$ cat src/rtl/sync_receiver_if.sv
// Signal bundle between the remote sync line / control registers and sync_receiver.
interface sync_receiver_if;
  logic        sync_in;
  logic [15:0] timeout_reg;
  logic        rearm;
  logic        start_strobe;
  logic        sync_locked;
  logic        sync_timeout;
  logic        sync_lost;
  logic [15:0] arrival_time;

  modport master (
    output sync_in, timeout_reg, rearm,
    input  start_strobe, sync_locked, sync_timeout, sync_lost, arrival_time
  );

  modport slave (
    input  sync_in, timeout_reg, rearm,
    output start_strobe, sync_locked, sync_timeout, sync_lost, arrival_time
  );
endinterface

$ cat src/rtl/sync_receiver.sv
// Start-sync receiver: synchronizes and debounces the remote sync line, strobes once on
// the qualified rising edge after arming, and reports arrival time, timeout and loss of sync.
module sync_receiver #(
  parameter int unsigned FILTER_LEN = 4
) (
  input  logic           clk,
  input  logic           rst,
  sync_receiver_if.slave bus
);

  typedef enum logic [1:0] {
    WAIT_LOW,
    ARMED,
    LOCKED,
    TIMEOUT
  } state_t;

  localparam logic [3:0] CNT_MAX = 4'(FILTER_LEN - 1);

  logic        s1;
  logic        s2;
  logic        filt;
  logic [3:0]  cnt;

  state_t      state;
  state_t      state_d;
  logic [15:0] elapsed;
  logic [15:0] elapsed_d;
  logic [15:0] tmo;
  logic [15:0] tmo_d;
  logic [15:0] arrival;
  logic [15:0] arrival_d;
  logic        strobe;
  logic        strobe_d;
  logic        locked;
  logic        locked_d;
  logic        timed_out;
  logic        timed_out_d;
  logic        lost;
  logic        lost_d;

  // The filtered level starts high so a line already asserted at reset never looks like a new edge.
  // NOTE: clocked state uses non-blocking assignments so every flop samples pre-edge values.
  always_ff @(posedge clk or negedge rst) begin
    if (!rst) begin
      s1   <= 1'b0;
      s2   <= 1'b0;
      filt <= 1'b1;
      cnt  <= '0;
    end else begin
      s1 <= bus.sync_in;
      s2 <= s1;
      if (s2 != filt) begin
        if (cnt == CNT_MAX) begin
          filt <= s2;
          cnt  <= '0;
        end else begin
          cnt <= cnt + 4'd1;
        end
      end else begin
        cnt <= '0;
      end
    end
  end

  // NOTE: every signal written here gets a default first, so no path can infer a latch.
  always_comb begin
    state_d     = state;
    elapsed_d   = elapsed;
    tmo_d       = tmo;
    arrival_d   = arrival;
    strobe_d    = 1'b0;
    locked_d    = locked;
    timed_out_d = timed_out;
    lost_d      = lost;

    if (bus.rearm) begin
      state_d     = WAIT_LOW;
      elapsed_d   = '0;
      arrival_d   = '0;
      locked_d    = 1'b0;
      timed_out_d = 1'b0;
      lost_d      = 1'b0;
    end else begin
      case (state)
        WAIT_LOW: begin
          if (!filt) begin
            state_d   = ARMED;
            elapsed_d = '0;
            tmo_d     = bus.timeout_reg;
          end
        end
        ARMED: begin
          if (elapsed != 16'hFFFF) elapsed_d = elapsed + 16'd1;
          // An edge arriving in the last allowed cycle still wins over the timeout.
          if (filt) begin
            state_d   = LOCKED;
            strobe_d  = 1'b1;
            locked_d  = 1'b1;
            arrival_d = elapsed;
          end else if ((tmo != 16'd0) && (elapsed == tmo - 16'd1)) begin
            state_d     = TIMEOUT;
            timed_out_d = 1'b1;
          end
        end
        LOCKED: begin
          if (!filt) lost_d = 1'b1;
        end
        TIMEOUT: begin
          state_d = TIMEOUT;
        end
        default: begin
          state_d = WAIT_LOW;
        end
      endcase
    end
  end

  always_ff @(posedge clk or negedge rst) begin
    if (!rst) begin
      state     <= WAIT_LOW;
      elapsed   <= '0;
      tmo       <= '0;
      arrival   <= '0;
      strobe    <= 1'b0;
      locked    <= 1'b0;
      timed_out <= 1'b0;
      lost      <= 1'b0;
    end else begin
      state     <= state_d;
      elapsed   <= elapsed_d;
      tmo       <= tmo_d;
      arrival   <= arrival_d;
      strobe    <= strobe_d;
      locked    <= locked_d;
      timed_out <= timed_out_d;
      lost      <= lost_d;
    end
  end

  assign bus.start_strobe = strobe;
  assign bus.sync_locked  = locked;
  assign bus.sync_timeout = timed_out;
  assign bus.sync_lost    = lost;
  assign bus.arrival_time = arrival;

endmodule
$ cat src/flat_wrapper.sv
// flat-port wrapper written by rule: the top's interface ports become plain ports
module sync_receiver_flat 
#(
  parameter int unsigned FILTER_LEN = 4
)
  (clk, rst, bus_sync_in, bus_timeout_reg, bus_rearm, bus_start_strobe, bus_sync_locked, bus_sync_timeout, bus_sync_lost, bus_arrival_time);
  sync_receiver_if bus_i ();
  input  logic clk;
  input  logic rst;
  input wire logic [$bits(bus_i.sync_in)-1:0] bus_sync_in;
  input wire logic [$bits(bus_i.timeout_reg)-1:0] bus_timeout_reg;
  input wire logic [$bits(bus_i.rearm)-1:0] bus_rearm;
  output wire logic [$bits(bus_i.start_strobe)-1:0] bus_start_strobe;
  output wire logic [$bits(bus_i.sync_locked)-1:0] bus_sync_locked;
  output wire logic [$bits(bus_i.sync_timeout)-1:0] bus_sync_timeout;
  output wire logic [$bits(bus_i.sync_lost)-1:0] bus_sync_lost;
  output wire logic [$bits(bus_i.arrival_time)-1:0] bus_arrival_time;
  assign bus_i.sync_in = bus_sync_in;
  assign bus_i.timeout_reg = bus_timeout_reg;
  assign bus_i.rearm = bus_rearm;
  assign bus_start_strobe = bus_i.start_strobe;
  assign bus_sync_locked = bus_i.sync_locked;
  assign bus_sync_timeout = bus_i.sync_timeout;
  assign bus_sync_lost = bus_i.sync_lost;
  assign bus_arrival_time = bus_i.arrival_time;
  sync_receiver #(.FILTER_LEN(FILTER_LEN)) u_core (.clk(clk), .rst(rst), .bus(bus_i));
endmodule
$ cat config.mk
export PLATFORM = sky130hd
export DESIGN_NAME = sync_receiver_flat
export DESIGN_NICKNAME = d
export VERILOG_FILES = /design/src/rtl/sync_receiver_if.sv /design/src/rtl/sync_receiver.sv /design/src/flat_wrapper.sv
export SDC_FILE = /design/constraint.sdc
export NUM_CORES = 1
export LEC_CHECK = 0
export ABC_CLOCK_PERIOD_IN_PS = 4170
export CORE_UTILIZATION = 35
export DETAILED_ROUTE_END_ITERATION = 8
export PLACE_DENSITY = 0.59
export SYNTH_ARGS = -nofsm -noshare
export SYNTH_HDL_FRONTEND = slang
export SYNTH_SLANG_ARGS = --single-unit
$ cat constraint.sdc
create_clock -name clk -period 4.17 [get_ports clk]
set_input_delay 0.834 -clock clk [delete_from_list [all_inputs] [get_ports clk]]
set_output_delay 0.834 -clock clk [all_outputs]
set_load 0.01 [all_outputs]
==> results.cfg, run 1 <==
[run_status]
outcome = finished with violations
violations = design-rule violations

[worst_setup_path]
arrival_ps = 2880
cp.depth = 9
crit_type = reg2reg
startpoint_type = flip-flop
endpoint_kind = flip-flop
worstRegToRegCells = 9
reg2reg_slack_ps = 1550
cp.required_ps = 4430
cpPeakStageDelay_ps = 490
cp_slowest_cell = nor3b_2
crit_fanout = 8
reg2reg_to = u_core.bus.sync_timeout
rr_startpoint = u_core.tmo[0]
crit_family = simple AND/OR/NAND/NOR gates
crit_chain = inv_1, ha_1, nor3b_2, nor4b_1, a31oi_1, o32a_1, a21oi_1, nand4_1, o2bb2ai_1
worst-path-buf-inv = 1

[timing]
final-hold-violation-count = 0
layout_min_cycle_time_ps = 2624
fin_skew_ps = 9.440
slew_violations = 0
tightest_slew_ps = 1103
fmax_mhz = 381.1
rsz0062_at_grt = no
setup_viol = 0
fin_crit_sh_pct = 62.93
max-slew-margin-rel_pct = 26.44
setup-tns-final_ps = 0

[clock_network]
cts_resized = 0
worstSkewPairLatency_ps = 340
holdBufCountCts = 0
post-cts-setup-buffer-count = 0
cts_max_level = 3
cts_buffers = 9
clkSinkCount = 61
clkTransAtPathRegs_ps = 70
root_buffer = clkbuf_8
cts_buffer_depth = 2
cts_tree = yes

[logic_synthesis]
yosys-top-cells-count = dfrtp_1, nor2_1, nand2_1
synth_edf_count = 0
synth-seq-cells = 61
synth_flop_cell = dfrtp_1
avgSynthCellArea_um2 = 9.975
netlist_area_um2 = 3202
yosysMostFrequentCell = dfrtp_1
ys_seq_area_share_pct = 47.71
ys_async_sr_fraction_pct = 100.0
synthTopCellsByArea = dfrtp_1, xnor2_1, a22o_1, mux2_2, nor2_1
yosysTopAreaCell = dfrtp_1
synth_top_area_share_pct = 46.89
yosys.cell_types.count = 53
ys_warn_count = 0
synth_fp_nets = 348
syn_inst = 321

[die]
die_w_um = 97.65
start_util_pct = 36.36
die_y_um = 97.65
rows = 34
dieArea_um2 = 9535
io_pins = 40
core-area_um2 = 8806

[drt]
drt_drc_violations_left = 8
drtPass1Iterations = 7
vias = 2481
antenna_left = 0
via_per_inst = 5.256
drtIter0Drc = 118
routed_wl_um = 6866
wl_per_cell_um = 14.55

[grt]
grt_pass1_wl_um = 11860
grt_pass1_vias = 2382
grtUsageTotal_pct = 15.91
grt_overflow = 0
antenna_found_initial = 0
grt_max_degree = 50

[hold_path]
hold_path_end = u_core.s2
hold_class = reg2reg
hold_depth = 0
min_from = u_core.s1

[placed_design]
hpwl_um = 5039
place_area_um2 = 3670
dp_cells = 456
io_buffers = 39
gp_congestion = 0.8234

[power_and_ir_drop]
power_density_nw_per_um2 = 526.8
vdd_drop_max_mv = 0.2364
power_leakage_nw = 1.544

[final_layout]
syn_to_final_growth_pct = 19.81
antenna_cells = 0
final_net_count = 386
instances_no_fill = 472
design_area_um2 = 3836
drive_gt1_share_pct = 10.44

[run]
max_cap_viol_count = 0
-- state kept, by name (all words and copies together) (netlist names) --
register                 count
u_core.bus.arrival_time     16
u_core.elapsed              16
u_core.tmo                  16
u_core.cnt                   4
u_core.state                 2
u_core.bus.start_strobe      1
u_core.bus.sync_locked       1
u_core.bus.sync_lost         1
u_core.bus.sync_timeout      1
u_core.filt                  1
u_core.s1                    1
u_core.s2                    1
-- report_power, final --
part | switching [mW] | total (mW) | internal, mW
Clock | 0.235 | 0.446 | 0.210
Sequential | 0.156 | 0.862 | 0.706
Combinational | 0.393 | 0.713 | 0.320
Total | 0.785 | 2.02 | 1.24
-- metrics by stage --
stage	worst slack (ps)	utilization, %	power (mW)	hold slack [ps]
2_1_floorplan	1871	-	1.418	331.2
3_3_place_gp	1305	41.67	1.567	353.6
3_5_place_dp	1268	41.67	1.586	366.7
4_1_cts	1506	43.56	2.047	386.4
5_1_grt	1348	43.56	2.192	404.2
6_report	1546	43.56	2.021	379.1
-- layout make-up --
type	count	area [um2]
clock buffer	9	123.9
clock inverter	7	42.54
fill	841	4970
inverter	18	67.56
multi-input combinational	227	1531
sequential	61	1528
tap	108	135.1
timing repair buffer	42	407.9
-- cells by family after synthesis --
family / Yosys count / synth area share [%]
AO/OA/AOI/OAI: 77 / 15.83
XOR/XNOR: 29 / 7.933
adder cells (fa/ha/maj): 7 / 2.735
buffers and inverters: 33 / 4.454
flip-flops: 61 / 47.71
multiplexers: 13 / 4.494
AND/OR/NAND/NOR: 101 / 16.84
-- worst reg2reg max path, stage by stage (launching register included) --
cell	delay, ps
dfrtp_1	450
inv_1	110
ha_1	250
nor3b_2	490
nor4b_1	290
a31oi_1	70
o32a_1	310
a21oi_1	110
nand4_1	230
o2bb2ai_1	240
-- cells in the final DEF, fill, tap and decap left out, drive strengths merged, types with 11 or more instances in the layout --
master	n
a21oi	16
a22o	16
clkdlybuf4s50	38
dfrtp	60
inv	18
mux2	11
nand2	22
nand3	12
nor2	27
o21ai	24
xnor2	20
-- layer usage --
layer	GRT usage, %	routed length (um)	up-vias
met3	4.101	342	11
li1	-	-	1224
met2	24.50	3066	74
met5	0	0	-
met1	21.12	3309	1172
met4	6.876	148	0
-- worst max-delay path by stage --
| stage | end | slack [ps] | start |
|---|---|---|---|
| detailed placement | u_core.elapsed[15] | 1270 | bus_rearm |
| finish | u_core.bus.sync_timeout | 1550 | u_core.tmo[0] |
| global placement | u_core.elapsed[11] | 1310 | bus_rearm |
| floorplan | u_core.elapsed[11] | 1870 | bus_rearm |
| global route | u_core.bus.sync_timeout | 1350 | u_core.tmo[0] |
| CTS | u_core.bus.sync_timeout | 1510 | u_core.tmo[0] |
No activity file was read; power rests on OpenSTA's default activity.
==> run 2, diff against run 1 <==
--- a/config.mk
+++ b/config.mk
@@ -5,7 +5,7 @@
 export SDC_FILE = /design/constraint.sdc
 export NUM_CORES = 1
 export LEC_CHECK = 0
-export ABC_CLOCK_PERIOD_IN_PS = 4170
+export ABC_CLOCK_PERIOD_IN_PS = 2470
 export CORE_UTILIZATION = 35
 export DETAILED_ROUTE_END_ITERATION = 8
 export PLACE_DENSITY = 0.59
==> constraint.sdc (replaced) <==
create_clock -name clk -period 2.47 [get_ports clk]
set_input_delay 0.494 -clock clk [delete_from_list [all_inputs] [get_ports clk]]
set_output_delay 0.494 -clock clk [all_outputs]
set_load 0.01 [all_outputs]
==> run 2 against run 1 <==
  * The flow still finishes with violations (design-rule violations)
  * Count of clock-buffer cells in the layout unchanged
  * Combinational power is 91% higher
  * Worst setup slack worse by 1400 ps
  * First-iteration DRC count is 8.5% higher
  * Fmax is 13% higher
  * Critical endpoint unchanged
  * Largest power group unchanged
==> results.cfg, run 2 (same netlist as run 1, synthesis figures left out) <==
[run_status]
outcome = finished with violations
violations = design-rule violations

[clock_network]
cts_buffers = 9
cts_tree = yes
clkSinkCount = 61
cts_max_level = 3
clkTransAtPathRegs_ps = 80
cts_resized = 0
holdBufCountCts = 0
cts_buffer_depth = 2
root_buffer = clkbuf_8
worstSkewPairLatency_ps = 350
post-cts-setup-buffer-count = 0

[die]
core-area_um2 = 8806
dieArea_um2 = 9535
die_y_um = 97.65
io_pins = 40
rows = 34
die_w_um = 97.65
start_util_pct = 36.36

[grt]
grt_max_degree = 62
antenna_found_initial = 0
grt_overflow = 0
grtUsageTotal_pct = 16.35
grt_pass1_vias = 2436
grt_pass1_wl_um = 12170

[drt]
drtPass1Iterations = 6
via_per_inst = 5.234
routed_wl_um = 7068
vias = 2554
drtIter0Drc = 128
antenna_left = 0
wl_per_cell_um = 14.48
drt_drc_violations_left = 8

[timing]
fin_crit_sh_pct = 93.69
rsz0062_at_grt = no
max-slew-margin-rel_pct = 25.08
final-hold-violation-count = 0
setup-tns-final_ps = 0
slew_violations = 0
fmax_mhz = 432.1
setup_viol = 0
layout_min_cycle_time_ps = 2314
tightest_slew_ps = 1124
fin_skew_ps = 10.08

[power_and_ir_drop]
power_density_nw_per_um2 = 923.6
power_leakage_nw = 1.657
total_power_mw = 3.702
p_sw_share_pct = 37.54
p_switching_mw = 1.390
pwr-share-seq_pct = 38.8
combPwrFrac_pct = 36.8
vdd_drop_max_mv = 0.4478
p_int_mw = 2.312
clkPwrFrac_pct = 24.4

[worst_setup_path]
reg2reg_to = u_core.bus.sync_timeout
crit_fanout = 4
startpoint_type = flip-flop
rr_startpoint = u_core.tmo[1]
reg2reg_slack_ps = 160
arrival_ps = 2550
cp-startpoint = u_core.tmo[1]
endpoint_kind = flip-flop
worstRegToRegCells = 8
cp.required_ps = 2710
crit_type = reg2reg

[hold_path]
hold_class = in2async

[final_layout]
antenna_cells = 0
multi_input_area_um2 = 1538
final_net_count = 402
syn_to_final_growth_pct = 25.17
seqCellArea_um2 = 1528
drive_gt1_share_pct = 14.21
final_common_cell = dfrtp_1
layout_common_cells = dfrtp_1, clkdlybuf4s50_1, nor2_1
fill_cells = 857

[run]
max_cap_viol_count = 0

[placed_design]
io_buffers = 39
hpwl_um = 5163
gp_congestion = 0.8596
-- run 2: power groups by stage --
| stage | combinational, mW | clock, mW | sequential [mW] |
|---|---|---|---|
| 3_3_place_gp | 1.33 | 0 | 1.44 |
| 3_5_place_dp | 1.35 | 0 | 1.45 |
| 2_1_floorplan | 1.02 | 0 | 1.37 |
| 4_1_cts | 1.36 | 0.934 | 1.43 |
| 5_1_grt | 1.53 | 0.979 | 1.48 |
| 6_report | 1.36 | 0.905 | 1.44 |
-- run 2: area by class of cell --
cell class	count	area share (%)
clock inverters	7	1.873
multi-input cells	227	38.37
repair buffers	58	13.49
flip-flops and latches	61	38.12
clock buffers	9	3.091
well taps	108	3.372
inverters	18	1.686
-- run 2: worst max-delay path: stages (launching register included) --
cell and delay (ps):
dfrtp_1 370, buf_4 150, or4_4 580, nor3b_4 270, mux2_1 350, mux2i_1 170, a21oi_2 130, nand4_1 110
o2bb2ai_1 70
-- run 2: layer usage --
layer | vias up | global-route usage, % | wire (um)
met5 | - | 0 | 0
met3 | 9 | 4.820 | 320
met1 | 1226 | 22.01 | 3433
met2 | 69 | 24.60 | 3215
met4 | 0 | 6.410 | 99
li1 | 1250 | - | -
-- run 2: stage by stage --
stage	cell area, um2	worst slack (ps)	hold WS (ps)	std cells	utilization, %
2_1_floorplan	3202	332.7	198.4	321	-
3_3_place_gp	3802	67.86	336.7	472	43.18
3_5_place_dp	3802	66.84	345.7	472	43.18
4_1_cts	4001	105.4	139.6	488	45.44
5_1_grt	4008	4.283	161.4	488	45.51
6_report	4008	155.9	133.1	488	45.51
-- run 2: how the worst max path moves through the flow --
stage | to | slack, ps
3_3_place_gp | u_core.elapsed[11] | 70
2_1_floorplan | u_core.bus.sync_timeout | 330
6_report | u_core.bus.sync_timeout | 160
4_1_cts | u_core.bus.sync_timeout | 110
3_5_place_dp | u_core.elapsed[13] | 70
5_1_grt | u_core.state[0] | 4
==> run 3, diff against run 2 <==
--- a/config.mk
+++ b/config.mk
@@ -6,9 +6,9 @@
 export NUM_CORES = 1
 export LEC_CHECK = 0
 export ABC_CLOCK_PERIOD_IN_PS = 2470
-export CORE_UTILIZATION = 35
+export CORE_UTILIZATION = 30
 export DETAILED_ROUTE_END_ITERATION = 8
-export PLACE_DENSITY = 0.59
+export PLACE_DENSITY = 0.52
 export SYNTH_ARGS = -nofsm -noshare
 export SYNTH_HDL_FRONTEND = slang
 export SYNTH_SLANG_ARGS = --single-unit
==> run 3 against run 2 <==
  * The run now ends clean
  * Core utilization shrank 6.0 points
  * Count of clock-buffer cells in the layout rose by 3
  * Final area rose by 1.8%
  * Sequential share of layout area is 0.67 points lower
  * Total power increased by 1.2%
  * Hold slack better by 14 ps
  * Wire length is 6.1% higher
  * Largest cell class unchanged
  * Largest power group unchanged
==> results.cfg, run 3 (same netlist as run 1, synthesis figures left out) <==
[run_status]
outcome = finished clean

[clock_network]
worstSkewPairLatency_ps = 340
clkSinkCount = 61
cts_max_level = 3
cts_tree = yes
root_buffer = clkbuf_8
cts_buffer_depth = 2
clkTransAtPathRegs_ps = 70
cts_buffers = 9
post-cts-setup-buffer-count = 0

[power_and_ir_drop]
vdd_drop_max_mv = 0.3869
p_int_mw = 2.347
p_switching_mw = 1.400
combPwrFrac_pct = 37.5
pwr-share-seq_pct = 38.7
clkPwrFrac_pct = 23.8
power_density_nw_per_um2 = 918.6
p_sw_share_pct = 37.35
power_leakage_nw = 1.674

[worst_setup_path]
crit_type = reg2reg
cpPeakStageDelay_ps = 570
cp.required_ps = 2690
arrival_ps = 2510
worst-path-buf-inv = 0
crit_chain = or4_4, nor3b_4, mux2_1, mux2i_1, a21oi_2, nand4_1, o2bb2ai_1
crit_family = simple AND/OR/NAND/NOR gates
cp_slowest_cell = or4_4
startpoint_type = flip-flop
endpoint_kind = flip-flop
crit_fanout = 7

[grt]
grtUsageTotal_pct = 14.53
grt_pass1_vias = 2530
grt_max_degree = 39
antenna_found_initial = 0
grt_pass1_wl_um = 12740
grt_overflow = 0

[die]
io_pins = 40
rows = 37
die_y_um = 105.3
core-area_um2 = 10320
start_util_pct = 31.01
die_w_um = 105.3
dieArea_um2 = 11090

[timing]
rsz0062_at_grt = no
fin_crit_sh_pct = 92.96
final-hold-violation-count = 0
setup_ws_ps = 174.0
fmax_mhz = 435.5
setup-tns-final_ps = 0
setup_viol = 0
slew_violations = 0
max-slew-margin-rel_pct = 62.51
fin_skew_ps = 13.14
tightest_slew_ps = 562.3
layout_min_cycle_time_ps = 2296

[final_layout]
layout_common_cells = dfrtp_1, clkdlybuf4s50_1, nor2_1
antenna_cells = 0
drive_gt1_share_pct = 14.58
syn_to_final_growth_pct = 27.39
final_common_cell = dfrtp_1
final_net_count = 406

[placed_design]
hpwl_um = 5454
gp_congestion = 0.8164
io_buffers = 39
dp_slack_ps = 53.32

[drt]
wl_per_cell_um = 14.42
vias = 2581
drt_drc_violations_left = 0
drtPass1Iterations = 4
drtIter0Drc = 103
routed_wl_um = 7499
antenna_left = 0
via_per_inst = 4.963

[hold_path]
hold_class = in2async

[run]
max_cap_viol_count = 0
[run 3: cell count changes in the layout (fill, tap and decap cells not counted)]
| cell | change |
|---|---|
| buf_12 | +1 |
| clkbuf_1 | +2 |
| o21ai_0 | +1 |
| inv_6 | -1 |
| clkinvlp_4 | +1 |
| buf_4 | +3 |
| clkbuf_8 | +1 |
| clkinv_4 | -3 |
| o21ai_1 | -1 |
[run 3: final timing paths]
check,start,to,slack [ps],cells after the start
worst max register to register,u_core.tmo[2],u_core.bus.sync_timeout,170,7
worst max-delay path,u_core.tmo[2],u_core.bus.sync_timeout,170,7
worst min-delay path,rst,u_core.elapsed[15],150,1
worst min register to register,u_core.s1,u_core.s2,350,0
min in group clk,u_core.s1,u_core.s2,350,0
max in group asynchronous,rst,u_core.elapsed[4],1740,2
[run 3: metrics by stage]
stage                     hold WS (ps)  cells  power (mW)  util [%]  area [um2]
after floorplan                  198.4    321       2.394         -        3202
after global placement           333.3    504       2.822     37.58        3880
after detailed placement         337.3    504       2.853     37.58        3880
after CTS                        155.1    520       3.760     39.45        4073
after global routing             180.1    520       3.995     39.51        4079
final                            146.9    520       3.747     39.51        4079
[run 3: timing repair]
action / in CTS / in global routing
resized for setup: 0 / 1
setup endpoints to repair: 0 / 2
endpoints found under the hold margin: 0 / 0
hold buffers: 0 / 0
[run 3: layout make-up]
type | count | area [um2]
repair buffers | 62 | 583.1
flip-flops and latches | 61 | 1528
clock inverters | 4 | 47.55
fillers | 1027 | 6245
inverters | 18 | 67.56
clock buffers | 12 | 145.1
well taps | 136 | 170.2
multi-input cells | 227 | 1538
[run 3: worst register-to-register path, stage by stage (launching register included)]
cell and delay (ps):
dfrtp_1 490, or4_4 570, nor3b_4 270, mux2_1 350, mux2i_1 180, a21oi_2 130, nand4_1 120, o2bb2ai_1 60
[run 3: power groups by stage]
stage	clock (mW)	combinational [mW]	sequential [mW]
global placement	0	1.37	1.46
floorplan	0	1.02	1.37
global route	0.944	1.57	1.48
finish	0.892	1.41	1.45
CTS	0.917	1.40	1.45
detailed placement	0	1.39	1.46
[run 3: per-layer routing]
layer / vias to the layer above / track usage, % / share of wire (%)
li1: 1262 / - / -
met1: 1253 / 19.35 / 49
met2: 55 / 23.21 / 46
met3: 11 / 2.968 / 3.6
met4: 0 / 5.433 / 1.6
met5: - / 0 / 0
